==> src/rtl/game_pkg.sv <==
// Shared definitions for the pile-game flow controller: page encodings,
// pile geometry and small arithmetic helpers.
package game_pkg;

    localparam int          NPILE       = 10;
    localparam int          PILE_W      = 4;
    localparam int          STATUS_W    = NPILE * PILE_W;
    localparam logic [39:0] INIT_STATUS = 40'h1111111111;

    typedef enum logic [2:0] {
        PG_TITLE     = 3'd0,
        PG_HELP      = 3'd1,
        PG_SELECT    = 3'd2,
        PG_PLAY      = 3'd3,
        PG_ROUND_END = 3'd4,
        PG_RESULT    = 3'd5
    } page_e;

    // A request for zero rounds still plays a single-round match.
    function automatic logic [2:0] round_target(input logic [2:0] n);
        if (n == 3'd0) begin
            return 3'd1;
        end else begin
            return n;
        end
    endfunction

    // Win counters stop at the largest value they can hold.
    function automatic logic [2:0] sat_inc3(input logic [2:0] v);
        if (v == 3'd7) begin
            return 3'd7;
        end else begin
            return v + 3'd1;
        end
    endfunction

endpackage

==> src/rtl/game_flow_ctrl_if.sv <==
// Move-commit channel between the selection cursor (master) and the
// flow controller (slave).
interface game_flow_ctrl_if;
    logic       commit_valid;
    logic [3:0] commit_idx;
    logic [3:0] commit_val;
    logic       commit_ack;
    logic       commit_err;

    modport master (
        output commit_valid,
        output commit_idx,
        output commit_val,
        input  commit_ack,
        input  commit_err
    );

    modport slave (
        input  commit_valid,
        input  commit_idx,
        input  commit_val,
        output commit_ack,
        output commit_err
    );
endinterface

==> src/rtl/game_flow_ctrl_pile_file.sv <==
// Pile register file: holds all pile nibbles, reloads them on request,
// judges whether a proposed move is legal and whether it would clear the board.
module pile_file
    import game_pkg::*;
#(
    parameter int                   NPILE       = game_pkg::NPILE,
    parameter logic [4*NPILE-1:0]   INIT_STATUS = game_pkg::INIT_STATUS
) (
    input  logic                 clk,
    input  logic                 rst_n,
    input  logic                 load_init,
    input  logic                 load_zero,
    input  logic                 wr_en,
    input  logic [3:0]           wr_idx,
    input  logic [3:0]           wr_val,
    output logic [4*NPILE-1:0]   status,
    output logic                 legal,
    output logic                 all_zero_next
);

    logic [4*NPILE-1:0] status_r;
    logic [4*NPILE-1:0] status_wr_s;
    logic [3:0]         pile_sel_s;
    logic               idx_ok_s;

    // Read the addressed pile; out-of-range indices read as an empty pile.
    always_comb begin
        pile_sel_s = 4'd0;
        for (int i = 0; i < NPILE; i++) begin
            if (wr_idx == 4'(i)) begin
                pile_sel_s = status_r[4*i +: 4];
            end else begin
                pile_sel_s = pile_sel_s;
            end
        end
    end

    // Board as it would look after the proposed write lands.
    always_comb begin
        status_wr_s = status_r;
        for (int i = 0; i < NPILE; i++) begin
            if (wr_idx == 4'(i)) begin
                status_wr_s[4*i +: 4] = wr_val;
            end else begin
                status_wr_s[4*i +: 4] = status_wr_s[4*i +: 4];
            end
        end
    end

    // A move must target a real pile and strictly reduce it.
    always_comb begin
        idx_ok_s      = (wr_idx < 4'(NPILE));
        legal         = idx_ok_s && (wr_val < pile_sel_s);
        all_zero_next = (status_wr_s == {(4*NPILE){1'b0}});
    end

    // Pile storage: zero load wins over init load, which wins over a move write.
    always_ff @(posedge clk or negedge rst_n) begin
        if (!rst_n) begin
            status_r <= INIT_STATUS;
        end else if (load_zero) begin
            status_r <= {(4*NPILE){1'b0}};
        end else if (load_init) begin
            status_r <= INIT_STATUS;
        end else if (wr_en) begin
            status_r <= status_wr_s;
        end else begin
            status_r <= status_r;
        end
    end

    assign status = status_r;

endmodule

==> src/rtl/game_flow_ctrl.sv <==
// Page sequencer and turn scheduler for the two-player pile game.
// Owns the page FSM, the turn bit, round-win counters and move responses;
// pile storage and move legality live in pile_file.
module game_flow_ctrl
    import game_pkg::*;
#(
    parameter int                   NPILE       = game_pkg::NPILE,
    parameter logic [4*NPILE-1:0]   INIT_STATUS = game_pkg::INIT_STATUS
) (
    input  logic                 clk,
    input  logic                 rst_n,
    input  logic                 key_enter,
    input  logic                 key_space,
    input  logic                 key_esc,
    input  logic [2:0]           num_rounds,
    game_flow_ctrl_if.slave      commit_bus,
    output logic [4*NPILE-1:0]   status,
    output logic [2:0]           page,
    output logic                 player,
    output logic [2:0]           win0,
    output logic [2:0]           win1,
    output logic                 round_over,
    output logic                 match_winner
);

    page_e      page_r;
    page_e      page_next_s;
    logic       player_r;
    logic [2:0] win0_r;
    logic [2:0] win1_r;
    logic [2:0] target_r;
    logic       ack_r;
    logic       err_r;
    logic       round_over_r;
    logic       match_winner_r;

    logic       ld_init_s;
    logic       ld_zero_s;
    logic       start_s;
    logic       abort_s;
    logic       eval_s;
    logic       wr_en_s;
    logic       legal_s;
    logic       all_zero_next_s;
    logic       round_won_s;

    pile_file #(
        .NPILE       (NPILE),
        .INIT_STATUS (INIT_STATUS)
    ) u_pile_file (
        .clk           (clk),
        .rst_n         (rst_n),
        .load_init     (ld_init_s),
        .load_zero     (ld_zero_s),
        .wr_en         (wr_en_s),
        .wr_idx        (commit_bus.commit_idx),
        .wr_val        (commit_bus.commit_val),
        .status        (status),
        .legal         (legal_s),
        .all_zero_next (all_zero_next_s)
    );

    // Page state register.
    always_ff @(posedge clk or negedge rst_n) begin
        if (!rst_n) begin
            page_r <= PG_TITLE;
        end else begin
            page_r <= page_next_s;
        end
    end

    // Page transitions and the pile-file load/evaluate strobes they imply.
    always_comb begin
        page_next_s = page_r;
        ld_init_s   = 1'b0;
        ld_zero_s   = 1'b0;
        start_s     = 1'b0;
        abort_s     = 1'b0;
        eval_s      = 1'b0;
        case (page_r)
            PG_TITLE: begin
                if (key_enter) begin
                    page_next_s = PG_SELECT;
                end else if (key_space) begin
                    page_next_s = PG_HELP;
                end else begin
                    page_next_s = PG_TITLE;
                end
            end
            PG_HELP: begin
                if (key_enter) begin
                    page_next_s = PG_SELECT;
                end else if (key_esc) begin
                    page_next_s = PG_TITLE;
                end else begin
                    page_next_s = PG_HELP;
                end
            end
            PG_SELECT: begin
                if (key_enter) begin
                    page_next_s = PG_PLAY;
                    start_s     = 1'b1;
                    ld_init_s   = 1'b1;
                end else if (key_esc) begin
                    page_next_s = PG_TITLE;
                end else begin
                    page_next_s = PG_SELECT;
                end
            end
            PG_PLAY: begin
                // Abort beats a same-cycle commit, which is then ignored entirely.
                if (key_esc) begin
                    page_next_s = PG_TITLE;
                    abort_s     = 1'b1;
                    ld_init_s   = 1'b1;
                end else if (commit_bus.commit_valid) begin
                    eval_s = 1'b1;
                    if (legal_s && all_zero_next_s) begin
                        page_next_s = PG_ROUND_END;
                    end else begin
                        page_next_s = PG_PLAY;
                    end
                end else begin
                    page_next_s = PG_PLAY;
                end
            end
            PG_ROUND_END: begin
                // Win counters were already bumped on the winning move's edge.
                if ((win0_r == target_r) || (win1_r == target_r)) begin
                    page_next_s = PG_RESULT;
                    ld_zero_s   = 1'b1;
                end else begin
                    page_next_s = PG_PLAY;
                    ld_init_s   = 1'b1;
                end
            end
            PG_RESULT: begin
                if (key_enter || key_esc) begin
                    page_next_s = PG_TITLE;
                    ld_init_s   = 1'b1;
                end else begin
                    page_next_s = PG_RESULT;
                    ld_zero_s   = 1'b1;
                end
            end
            default: begin
                page_next_s = PG_TITLE;
                ld_init_s   = 1'b1;
            end
        endcase
    end

    // A commit only modifies the board when it was evaluated and found legal.
    always_comb begin
        wr_en_s     = eval_s && legal_s;
        round_won_s = eval_s && legal_s && all_zero_next_s;
    end

    // Round target is latched only when a match starts.
    always_ff @(posedge clk or negedge rst_n) begin
        if (!rst_n) begin
            target_r <= 3'd1;
        end else if (start_s) begin
            target_r <= round_target(num_rounds);
        end else begin
            target_r <= target_r;
        end
    end

    // Turn bit and win counters; the loser of a round opens the next one.
    always_ff @(posedge clk or negedge rst_n) begin
        if (!rst_n) begin
            player_r       <= 1'b0;
            win0_r         <= 3'd0;
            win1_r         <= 3'd0;
            match_winner_r <= 1'b0;
        end else if (start_s || abort_s) begin
            player_r       <= 1'b0;
            win0_r         <= 3'd0;
            win1_r         <= 3'd0;
            match_winner_r <= match_winner_r;
        end else if (wr_en_s) begin
            player_r <= ~player_r;
            if (round_won_s) begin
                match_winner_r <= player_r;
                if (player_r == 1'b0) begin
                    win0_r <= sat_inc3(win0_r);
                    win1_r <= win1_r;
                end else begin
                    win0_r <= win0_r;
                    win1_r <= sat_inc3(win1_r);
                end
            end else begin
                match_winner_r <= match_winner_r;
                win0_r         <= win0_r;
                win1_r         <= win1_r;
            end
        end else begin
            player_r       <= player_r;
            win0_r         <= win0_r;
            win1_r         <= win1_r;
            match_winner_r <= match_winner_r;
        end
    end

    // One-cycle move responses, registered one clock after the commit.
    always_ff @(posedge clk or negedge rst_n) begin
        if (!rst_n) begin
            ack_r        <= 1'b0;
            err_r        <= 1'b0;
            round_over_r <= 1'b0;
        end else begin
            ack_r        <= eval_s && legal_s;
            err_r        <= eval_s && !legal_s;
            round_over_r <= round_won_s;
        end
    end

    assign page                  = page_r;
    assign player                = player_r;
    assign win0                  = win0_r;
    assign win1                  = win1_r;
    assign round_over            = round_over_r;
    assign match_winner          = match_winner_r;
    assign commit_bus.commit_ack = ack_r;
    assign commit_bus.commit_err = err_r;

endmodule

==> src/flat_wrapper.sv <==
// flat-port wrapper written by rule: the top's interface ports become plain ports
module game_flow_ctrl_flat import game_pkg::*;
#(
    parameter int                   NPILE       = game_pkg::NPILE,
    parameter logic [4*NPILE-1:0]   INIT_STATUS = game_pkg::INIT_STATUS
)
  (clk, rst_n, key_enter, key_space, key_esc, num_rounds, status, page, player, win0, win1, round_over, match_winner, commit_bus_commit_valid, commit_bus_commit_idx, commit_bus_commit_val, commit_bus_commit_ack, commit_bus_commit_err);
  game_flow_ctrl_if commit_bus_i ();
  input  logic clk;
  input  logic rst_n;
  input  logic key_enter;
  input  logic key_space;
  input  logic key_esc;
  input  logic [2:0] num_rounds;
  output logic [4*NPILE-1:0] status;
  output logic [2:0] page;
  output logic player;
  output logic [2:0] win0;
  output logic [2:0] win1;
  output logic round_over;
  output logic match_winner;
  input wire logic [$bits(commit_bus_i.commit_valid)-1:0] commit_bus_commit_valid;
  input wire logic [$bits(commit_bus_i.commit_idx)-1:0] commit_bus_commit_idx;
  input wire logic [$bits(commit_bus_i.commit_val)-1:0] commit_bus_commit_val;
  output wire logic [$bits(commit_bus_i.commit_ack)-1:0] commit_bus_commit_ack;
  output wire logic [$bits(commit_bus_i.commit_err)-1:0] commit_bus_commit_err;
  assign commit_bus_i.commit_valid = commit_bus_commit_valid;
  assign commit_bus_i.commit_idx = commit_bus_commit_idx;
  assign commit_bus_i.commit_val = commit_bus_commit_val;
  assign commit_bus_commit_ack = commit_bus_i.commit_ack;
  assign commit_bus_commit_err = commit_bus_i.commit_err;
  game_flow_ctrl #(.NPILE(NPILE), .INIT_STATUS(INIT_STATUS)) u_core (.clk(clk), .rst_n(rst_n), .key_enter(key_enter), .key_space(key_space), .key_esc(key_esc), .num_rounds(num_rounds), .commit_bus(commit_bus_i), .status(status), .page(page), .player(player), .win0(win0), .win1(win1), .round_over(round_over), .match_winner(match_winner));
endmodule
==> config.mk <==
export PLATFORM = sky130hd
export DESIGN_NAME = game_flow_ctrl_flat
export DESIGN_NICKNAME = d
export VERILOG_FILES = /design/src/rtl/game_pkg.sv /design/src/rtl/game_flow_ctrl_if.sv /design/src/rtl/game_flow_ctrl_pile_file.sv /design/src/rtl/game_flow_ctrl.sv /design/src/flat_wrapper.sv
export SDC_FILE = /design/constraint.sdc
export NUM_CORES = 1
export LEC_CHECK = 0
export CORE_AREA = 5 5 133 135
export DETAILED_ROUTE_END_ITERATION = 12
export DIE_AREA = 0 0 138 140
export HOLD_SLACK_MARGIN = 0.1
export SLEW_MARGIN = 20
export SYNTH_ARGS = -nofsm -noshare
export SYNTH_HDL_FRONTEND = slang
export SYNTH_SLANG_ARGS = --single-unit
==> constraint.sdc <==
create_clock -name clk -period 3 [get_ports clk]
set_input_delay 0.3 -clock clk [delete_from_list [all_inputs] [get_ports clk]]
set_output_delay 0.3 -clock clk [all_outputs]
set_load 0.02 [all_outputs]
==> impl_metrics.ini <==
[synthesis]
async_flop_share = 1.00
ys.flop_type = dfrtp_1
synth_area_leaders = dfrtp_1, mux2i_1, dfstp_2
ys_seq_area_frac = 0.359
syn_avg_cell_area_sq_um = 9.13
synth_top_area_share = 0.287
ys_warn_count = 0
syn_area_sq_mm = 0.00402
synth_edf_count = 0
ys_ff_latch = 57
netlist_instances = 440
yosys.cell_types.count = 65
syn-num-nets = 462
yosysTopAreaCell = dfrtp_1

[clock_network]
root_buffer = clkbuf_16
max-clock-path-buffers = 2
clk_latency_ns = 0.33
clk_pin_slew_ns = 0.05
h-tree-depth = 3
clock_sinks = 57
cts_made_buffers = 9
cts_tree = done

[timing]
setup_viol_count_final = 0
fin_setup_tns_ns = 0
layout_min_cycle_time_ns = 2.89
finalWorstSetupSlack_ns = 0.115
fin_skew_ns = 0.00881
drv_slew = 0
grt_setup_unrepaired = no
hold_violations = 0
period_share = 0.962
fmax_mhz = 347
worst_pin_slew_ns = 0.822
relSlewSlack = 0.452

[setup_path]
critPathMaxFanout = 5
crit_end = u_core.match_winner
cp.required_ns = 3.26
cpMaxStageDelayCell = dlygate4sd2_1
cp-end-kind = flop
rr_startpoint = u_core.u_pile_file.status[2]
crit_path_start_kind = input pin
critical_path.cell_chain = dlygate4sd2_1, and4b_2, a222oi_1, o21a_1, ha_4, o21ai_2, nand3_2, buf_6, buf_4, a22oi_2, buf_4, nand4_2, a21bo_2
cp.buffers_inverters = 4
cpMostUsedCell = buf_4
crit_family = compound AO/OA/AOI/OAI gates
timing.rr.end = u_core.match_winner
cp.depth = 13
crit_start = commit_bus_commit_idx[3]
crit_type = in -> reg
ff2ff_path_depth = 12
cp_data_arrival_time_ns = 3.15
reg2reg_slack_ns = 0.16
max_stage_delay_ns = 0.37

[layout]
mostFrequentLayoutCell = buf_4
n_antenna_cell = 0
area_growth_pct = 50.2
fin_nets = 606
drive_gt1_frac = 0.302
finalNonFillerCells = 809
mostFrequentLayoutCells = buf_4, clkdlybuf4s50_1, nand2_1
fin_util = 0.369

[grt]
antenna_found_initial = 0
grt_max_degree = 38
grt_pass1_vias = 4243
overflow = 0
grt_pass1_wl_um = 24700
grt_use_total = 0.160

[placement]
port_buffers = 70
hpwlAfterDp_um = 12200
pre_cts_slack_ns = -0.588
dp.cells = 787
gp_congestion = 0.940

[pwr]
ir_worst_vdd_uv = 307
static-leakage-power_nw = 2.64
power_mw = 3.41
power.density_mw_per_mm2 = 565

[route]
drt-total-wl_um = 15700
num_vias = 4159
avgRoutedWirePerCell_um = 19.4
drt-vias-per-instance = 5.14
postRouteAntennaNets = 0
drc = 0
drt_first_pass_iters = 5
drt-initial-drc-count = 248

[die]
core-area_sq_mm = 0.0163
start_util = 0.246
die-area_sq_mm = 0.0193
chipWidth_um = 138
die_y_um = 140
rows = 47
pin_count = 71

[status]
status = complete, no violations

[worst_hold_path]
hp-class = reg -> reg

[flow_run]
maxCapViolations = 0
==> worst min path at each step <==
stage	start	to	slack [ns]	depth (start not counted)
2_1_floorplan	rst_n	u_core.commit_bus.commit_ack	0.004	0
3_3_place_gp	rst_n	u_core.target_r[1]	0.43	1
3_5_place_dp	rst_n	u_core.target_r[1]	0.45	1
4_1_cts	u_core.match_winner	u_core.match_winner	0.53	1
5_1_grt	u_core.match_winner	u_core.match_winner	0.54	1
6_report	u_core.match_winner	u_core.match_winner	0.53	1
==> synth_stat cells (4+ instances only) <==
cell type	instances
nor3_1	28
nand2_1	59
o211ai_1	5
a211oi_1	11
a21oi_1	18
dfrtp_1	46
or3b_2	7
or2_2	4
buf_2	7
nand4_1	5
xnor2_1	5
o22ai_1	9
o31ai_1	9
nand2b_1	5
clkbuf_1	20
mux2_2	8
nor4_1	5
and2_1	4
ha_1	5
inv_1	11
a222oi_1	5
o21ai_0	13
dfstp_2	11
mux2i_1	40
o21a_1	5
nor2_1	26
==> metal layers <==
layer  vias up  wire length [um]  track usage
met1      2030              7080        0.215
met5         -                 0            0
met4         0               425       0.0572
met2       153              7370        0.261
li1       1950                 -            -
met3        26               821       0.0259
==> logic make-up after synthesis <==
logic type               Yosys count  synth area share
multiplexers                      51             0.139
XOR/XNOR                           5            0.0109
AND/OR/NAND/NOR                  177             0.250
adder cells (fa/ha/maj)            5            0.0156
AO/OA/AOI/OAI                    105             0.183
buffers and inverters             40            0.0433
flip-flops                        57             0.359
==> registers in the layout (all words and copies together) (netlist names) <==
signal,cells
u_core.commit_bus.commit_ack,1
u_core.target_r,3
u_core.commit_bus.commit_err,1
u_core.u_pile_file.status,40
u_core.player,1
u_core.page,3
u_core.match_winner,1
u_core.win0,3
u_core.win1,3
u_core.round_over,1
==> report_power, final <==
group | internal, mW | switching (mW)
logic | 0.552 | 0.738
clock network | 0.708 | 0.363
registers | 0.899 | 0.147
==> metrics by stage <==
stage | instance area (sq um) | hold WS, ns
floorplan | 4040 | 0.00441
global placement | 5560 | 0.435
detailed placement | 5560 | 0.447
CTS | 5990 | 0.525
global route | 6030 | 0.536
finish | 6030 | 0.526
==> repair_timing <==
action	4_1_cts	5_1_grt
hold endpoints to repair	1	0
resized for setup	12	23
setup buffers	3	2
setup endpoints to repair	52	51
gates cloned	1	0
pin swaps	11	8
hold buffers	1	0
==> area by class of cell <==
class                      count  area [sq um]
fill                        1677         10300
multi-input combinational    343          2520
sequential                    57          1440
timing repair buffer         162          1440
tap                          220           275
clock buffer                  12           267
clock inverter                 4          50.0
inverter                      11          41.3
No activity file was read; power rests on OpenSTA's default activity.
